**src/rtl/reg_file_param.sv**
```systemverilog
// reg_file_param: parametrised multi-read single-write register file with clear sequencer
module reg_file_param #(
  parameter int DATA_W   = 32,
  parameter int ADDR_W   = 5,
  parameter int N_RD     = 2,
  parameter int ZERO_REG = 1,
  parameter int BYPASS   = 1
) (
  input  logic                     clk,
  input  logic                     rst,
  input  logic [N_RD*ADDR_W-1:0]   rd_addr,
  output logic [N_RD*DATA_W-1:0]   rd_data,
  input  logic                     wr_en,
  input  logic [ADDR_W-1:0]        wr_addr,
  input  logic [DATA_W-1:0]        wr_data,
  input  logic                     clear_req,
  output logic                     busy,
  output logic                     wr_lost
);
  localparam int DEPTH = 2 ** ADDR_W;
  typedef enum logic {IDLE, CLEAR} state_t;
  state_t state, state_nx;
  logic [ADDR_W-1:0] clr_ptr;
  logic [DATA_W-1:0] mem [DEPTH];
  logic wr_ok;
  assign busy = state == CLEAR;
  assign wr_ok = wr_en && !busy && !(ZERO_REG != 0 && wr_addr == '0);
  always_comb begin
    state_nx = state;
    state_nx = (state == CLEAR) ? ((clr_ptr == ADDR_W'(DEPTH - 1)) ? IDLE : CLEAR)
                                : (clear_req ? CLEAR : IDLE);
  end
  always_ff @(posedge clk) begin
    if (rst) begin
      state   <= CLEAR;
      clr_ptr <= '0;
      wr_lost <= 1'b0;
    end else begin
      state   <= state_nx;
      clr_ptr <= busy ? clr_ptr + 1'b1 : '0;
      wr_lost <= wr_lost | (wr_en & busy);
    end
  end
  always_ff @(posedge clk) begin
    if (!rst && busy) mem[clr_ptr] <= '0;
    else if (!rst && wr_ok) mem[wr_addr] <= wr_data;
  end
  for (genvar k = 0; k < N_RD; k++) begin : g_rd
    logic [ADDR_W-1:0] ra;
    assign ra = rd_addr[k*ADDR_W +: ADDR_W];
    assign rd_data[k*DATA_W +: DATA_W] =
      (busy || (ZERO_REG != 0 && ra == '0)) ? '0 :
      (BYPASS != 0 && wr_en && wr_addr == ra) ? wr_data : mem[ra];
  end
endmodule
```
**config.mk**
```make
export PLATFORM = sky130hd
export DESIGN_NAME = reg_file_param
export DESIGN_NICKNAME = d
export VERILOG_FILES = /design/src/rtl/reg_file_param.sv
export SDC_FILE = /design/constraint.sdc
export NUM_CORES = 1
export LEC_CHECK = 0
export BUFFER_PORTS_ARGS = -buffer_cell sky130_fd_sc_hd__buf_4
export CAP_MARGIN = 5
export CORE_MARGIN = 2
export CORE_UTILIZATION = 55
export CTS_CLUSTER_SIZE = 14
export DETAILED_ROUTE_END_ITERATION = 12
export HOLD_SLACK_MARGIN = 0.08
export PLACE_DENSITY_LB_ADDON = 0.12
export SETUP_SLACK_MARGIN = 0.1
export SLEW_MARGIN = 10
export SYNTH_ARGS = -nofsm -noshare
export SYNTH_HDL_FRONTEND = slang
export SYNTH_SLANG_ARGS = --single-unit
```
**constraint.sdc**
```tcl
create_clock -name clk -period 4.71 [get_ports clk]
set_input_delay 0.2355 -clock clk [delete_from_list [all_inputs] [get_ports clk]]
set_output_delay 0.2355 -clock clk [all_outputs]
set_load 0.02 [all_outputs]
```
== Word level (Yosys, flattened, before mapping) ==
Memory sizes are Yosys's and may differ from the RTL's.
Cells that the tools add are included.
Widths: inputs -> output; s select.

* Register bits after elaboration: 7
* Bits in latches: 0
* Memory bits (writable): 1024
* Memory bits (read-only): 0
* Bits of input ports: 51
* Memories: 1

* Add/subtract/negate cells: 1
* $mul: 0
* Divide/modulo/power cells: 0
* Order comparisons: 0
* Equal/unequal tests: 3
* Shift operators: 0
* Muxes and demuxes: 15
* Bitwise operators: 3
* Reductions and logical operators: 16

{| class="wikitable"
|+ Memories
! memory !! words !! width !! rd ports !! clocked after memory_dff !! write ports !! line !! RTL
|-
| mem || 32 || 32 || 2 || 0 || 1 || 24 || <nowiki>logic [DATA_W-1:0] mem [DEPTH];</nowiki>
|}

{| class="wikitable"
|+ Operators with widths
! operator !! count
|-
| $mux 32 || 5
|-
| $reduce_or 32->1 || 1
|-
| $logic_not 5->1 || 3
|-
| $eq 5x5->1 || 2
|-
| $mux 1 || 9
|-
| $logic_and 1x1->1 || 6
|-
| $add 5x1->5 const B || 1
|-
| $eq 5x5->1 const B || 1
|-
| $mux 5 || 1
|-
| $logic_not 1->1 || 3
|-
| $logic_or 1x1->1 || 2
|-
| $reduce_or 2->1 || 1
|-
| $and 1x1->1 || 1
|-
| $not 1->1 || 1
|-
| $or 1x1->1 || 1
|}

== Depth between registers and ports, before layout ==
* Depth after elaboration: 9
* Depth in mapped cells: 9

== Least setup slack after synthesis ==
No wires, ideal clock.

* Path type: flip-flop to flip-flop
* From: register state, in the netlist busy
* To: memory mem[2][0], enable pin
* Setup time: 0.421 ns
* Arrival time: 3.073 ns
* Data required time: 4.289 ns
* Slack: 1.215 ns
* Cell stages (with the launch flop): 6
* Path buffers: 1
* Period minus slack after synthesis: 3.495 ns
* Cell sequence: dfxtp_1 > clkbuf_1 > nor3b_2 > a21boi_1 > a32oi_1 > nor2_1

* Longest elaborated chain between the ends: 9
* Elaborated cells between the ends (all ways): 13

{| class="wikitable"
|+ RTL lines
! what !! line !! RTL
|-
| start, declared || 22 || <nowiki>state_t state, state_nx;</nowiki>
|-
| start signal, assigned || 39 || <nowiki>state <= state_nx;</nowiki>
|-
| $logic_not 1->1 || 27 || <nowiki>assign wr_ok = wr_en && !busy && !(ZERO_REG != 0 && wr_addr == '0);</nowiki>
|-
| $logic_and 1x1->1 (2 in a row) || 27 ||
|-
| $logic_and 1x1->1 || 46 || <nowiki>else if (!rst && wr_ok) mem[wr_addr] <= wr_data;</nowiki>
|-
| $mux 1 || 46 ||
|-
| $mux 1 || 45 || <nowiki>if (!rst && busy) mem[clr_ptr] <= '0;</nowiki>
|-
| $mux 1 (not written as such) || 46 ||
|-
| $reduce_or 32->1 (no source line) || -- ||
|-
| $mux 5 (no source line) or $mux 1 (tied branches) || -- ||
|-
| end, declared || 24 ||
|}

Parallel ways exist; a longest one is shown, timed or not.

== Final worst setup path ==
* From: register state, in the netlist busy
* To: output port rd_data[18]

* Longest elaborated chain between the ends: 2

{| class="wikitable"
|+ RTL lines
! what !! line !! RTL
|-
| $logic_or 1x1->1 || 52 || <nowiki>(busy || (ZERO_REG != 0 && ra == '0)) ? '0 :</nowiki>
|-
| $mux 32 || 52 ||
|-
| end, declared || 12 || <nowiki>output logic [N_RD*DATA_W-1:0] rd_data,</nowiki>
|}

Every way passes these cells.

==> results.md <==
* DRC Markers at 0
* First-pass GRT wire length at 219.3 mm
* FP Rows at around 110
* Number of global-route vias before repair at 30,940
* Most common cell after layout, fill and taps aside: edfxtp_1
* Core ar. at 0.08837 mm²
* Setup CP Type: register to primary output
* Post-synth EDFFs at around 1,000
* FFs w/ async S/R, synth at 0
* Die area at 0.09159 mm²
* Pwr Total at 20.06 mW
* Die X at 302.6 µm
* Status: complete, no violations
* Sw Share at 0.2228
* Arr. time, crit path at 3250 ps
* Clock Path Buffers at 3
* # Post-CTS Setup Buffers at 0
* Final Cycle Share at 0.7405
* CTS H-Tree Depth at 3
* Setup WS post-layout at 1222 ps
* P_int at roughly 16 mW
* Yosys warns at 0
* Port Buf Inserts at 116
* Die Y-Extent at 302.6 µm
* Primary FF master, synth: edfxtp_1
* Final number of setup-violating endpoints at 0
* Min-Delay Path Depth at 3
* Clock Skews at 36.13 ps
* Total congestion overflow at 0
* Sw power at 4.470 mW
* DR vias at 30,710
* Utilization after layout at 0.6270
* Mapped Area at 0.04905 mm²
* Comb power frac at 0.066
* Max Fclk at 0.2867 GHz
* Layout cells sized above 1 at 0.2544
* Pre-CTS WS at 1175 ps
* Initial DRC count at 3,949
* Post-detail-place hpwl at 90.46 mm
* Syn nets at roughly 2,800
* Clk sink count at 1,031
* Flop pwr share at 0.500
* Clk_lat worst skew at around 700 ps
* Syn Inst Count at around 2,800
* GRT Util Overall at 0.3385
* Synthesized flop and latch total at between 1,000 and 1,500
* Wirelength, routed at about 150 mm
* Synth unique cells at just over 50
* Area Growth Syn to Fin at 12.96%
* Final min period at 3488 ps
* Power density cells at about 360 mW/mm²
* Final TNS setup at 0 ps
* Worst Reg2Reg Path Length in Cells at 6
* Max-Cap Viols at 0
* Worst Setup Start Kind: register
* Unrepaired setup endpoints after global routing: no
* CTS Buf Count at 107
* TritonCTS clock tree: done
* Syn_area_per_cell at 17.56 µm²
* Final Max Tran Viols at 0
* P_leak at between 15 and 20 nW
* Per-cell routed wire length at about 37 µm
* DRT Pass-1 Iters at 6
* Register area share after synthesis at 0.6297
* Final hold vios at 0
* Crit end category: primary output
* Largest net degree at the start of global routing at about 110
* Fill count at about 6,200
* Vias per cell at 7.388
* DP Area at 0.05179 mm²
* Most frequent cells in the layout: 1,024 x edfxtp_1, 407 x mux2i_1, 326 x mux4_2
* Worst-path clk slew at 60 ps
* Clk network pwr share at 0.434
* DRT antenna net count at 0
* IR drop worst, VDD at 0.3306 mV
* Ports at 117
* Initial antenna violation count at 5
* Critical path fanouts, max at 13
* Post-route cell area at approximately 0.055 mm²
* Root Buffer: clkbuf_16
* Critical Path RT at 4470 ps
* Slew at the pin closest to its max-slew limit at ~1200 ps
* Slew margin rel. at 0.1893
* HP Class: primary input to register
* Initial Util at 0.5550
* GP Congestion at 0.8942
* Layout Nets at 2,953
==> power by group through the flow <==
stage                     logic, mW  clock network (mW)  registers [mW]
after floorplan               0.897                   0            10.2
after global placement         1.29                   0            10.2
after detailed placement       1.30                   0            10.2
after CTS                      1.30                8.78            10.0
after global routing           1.37                9.12            10.0
final                          1.32                8.71            10.0
==> per-layer routing <==
metal  share of wire  global-route usage
met3            0.12             0.07605
met1            0.37              0.4656
met2            0.47              0.5275
met5         0.00030                   0
met4           0.047              0.1429
==> worst max-delay path, stage by stage (launching register included) <==
cell	delay (ps)
dfxtp_1	450
a21oi_1	180
buf_4	220
o311ai_4	340
buf_4	330
a211oi_1	620
a211o_1	250
buf_4	160
==> timing repair <==
action,4_1_cts,5_1_grt
gates resized for setup,0,0
hold endpoints to repair,7,0
hold buffers,3,0
==> area by class of cell <==
| type | instances | area, µm² | share of cell area |
|---|---|---|---|
| tap | 1165 | 1458 | 0.02631 |
| antenna | 1 | 2.502 | 0.00004516 |
| inverter | 12 | 47.55 | 0.0008581 |
| multi-input combinational | 1518 | 17290 | 0.3121 |
| sequential | 1031 | 30890 | 0.5575 |
| clock inverter | 77 | 854.6 | 0.01542 |
| clock buffer | 123 | 2738 | 0.04941 |
| timing repair buffer | 230 | 2127 | 0.03839 |
==> Yosys cell counts, types with 2 or more instances <==
| master | number | area [µm²] |
|---|---|---|
| nand4_1 | 3 | 18.77 |
| nor3_1 | 35 | 175.2 |
| mux4_2 | 326 | 7342 |
| o22ai_1 | 31 | 193.9 |
| a22oi_1 | 62 | 465.5 |
| dfxtp_1 | 7 | 140.1 |
| and3_1 | 2 | 12.51 |
| o32a_1 | 2 | 20.02 |
| mux2i_1 | 407 | 4074 |
| nor2_1 | 39 | 146.4 |
| a221oi_1 | 155 | 1358 |
| mux2_2 | 2 | 22.52 |
| nand2b_1 | 3 | 18.77 |
| o211ai_1 | 4 | 30.03 |
| nand2_1 | 14 | 52.55 |
| buf_6 | 11 | 123.9 |
| nor2b_1 | 36 | 225.2 |
| o21ai_0 | 34 | 170.2 |
| clkbuf_1 | 112 | 420.4 |
| o21ai_1 | 2 | 10.01 |
| and2_1 | 34 | 212.7 |
| a31oi_1 | 2 | 12.51 |
| nand3b_1 | 2 | 15.01 |
| edfxtp_1 | 1024 | 30750 |
| o311ai_1 | 2 | 17.52 |
| a211oi_1 | 129 | 968.4 |
| ha_1 | 2 | 25.02 |
| inv_1 | 11 | 41.29 |
| o32ai_1 | 2 | 17.52 |
| buf_1 | 16 | 60.06 |
| a21oi_1 | 67 | 335.3 |
| buf_2 | 53 | 265.3 |
| a211o_1 | 63 | 551.8 |
| xnor2_1 | 11 | 96.34 |
| o21bai_1 | 31 | 232.7 |
| buf_4 | 40 | 300.3 |
| nand3_1 | 3 | 15.01 |
==> kinds of logic (layout without fill, tap and decap cells) <==
logic type / after synthesis / after routing / synth area share
buf+inv: 244 / 442 / 0.02477
compound gates: 592 / 592 / 0.09042
flops: 1031 / 1031 / 0.6297
other cells: 0 / 1 / 0
fa+ha+maj: 2 / 2 / 0.0005101
mux: 735 / 735 / 0.2332
xor+xnor: 12 / 12 / 0.002143
simple gates: 177 / 177 / 0.01923
==> metrics by stage <==
stage / std cells / hold slack, ps
after floorplan: 2793 / 307.9
after global placement: 3953 / 440.5
after detailed placement: 3953 / 448.5
after CTS: 4156 / 207.8
after global routing: 4156 / 234.9
final: 4157 / 219.3
==> path summary, 6_finish.rpt <==
path	endpoint	start	slack, ps
max	rd_data[18]	busy$_SDFF_PP1_	1220
min reg2reg	clr_ptr[0]$_SDFF_PN0_	clr_ptr[0]$_SDFF_PN0_	610
max reg2reg	mem[15][27]$_DFFE_PP_	busy$_SDFF_PP1_	1250
min	mem[1][1]$_DFFE_PP_	wr_data[1]	220
==> registers in the layout, summed over array words and instances (netlist names) <==
register  cells
wr_lost       1
mem        1024
busy          1
clr_ptr       5
Power figures use the tool's default switching activity.
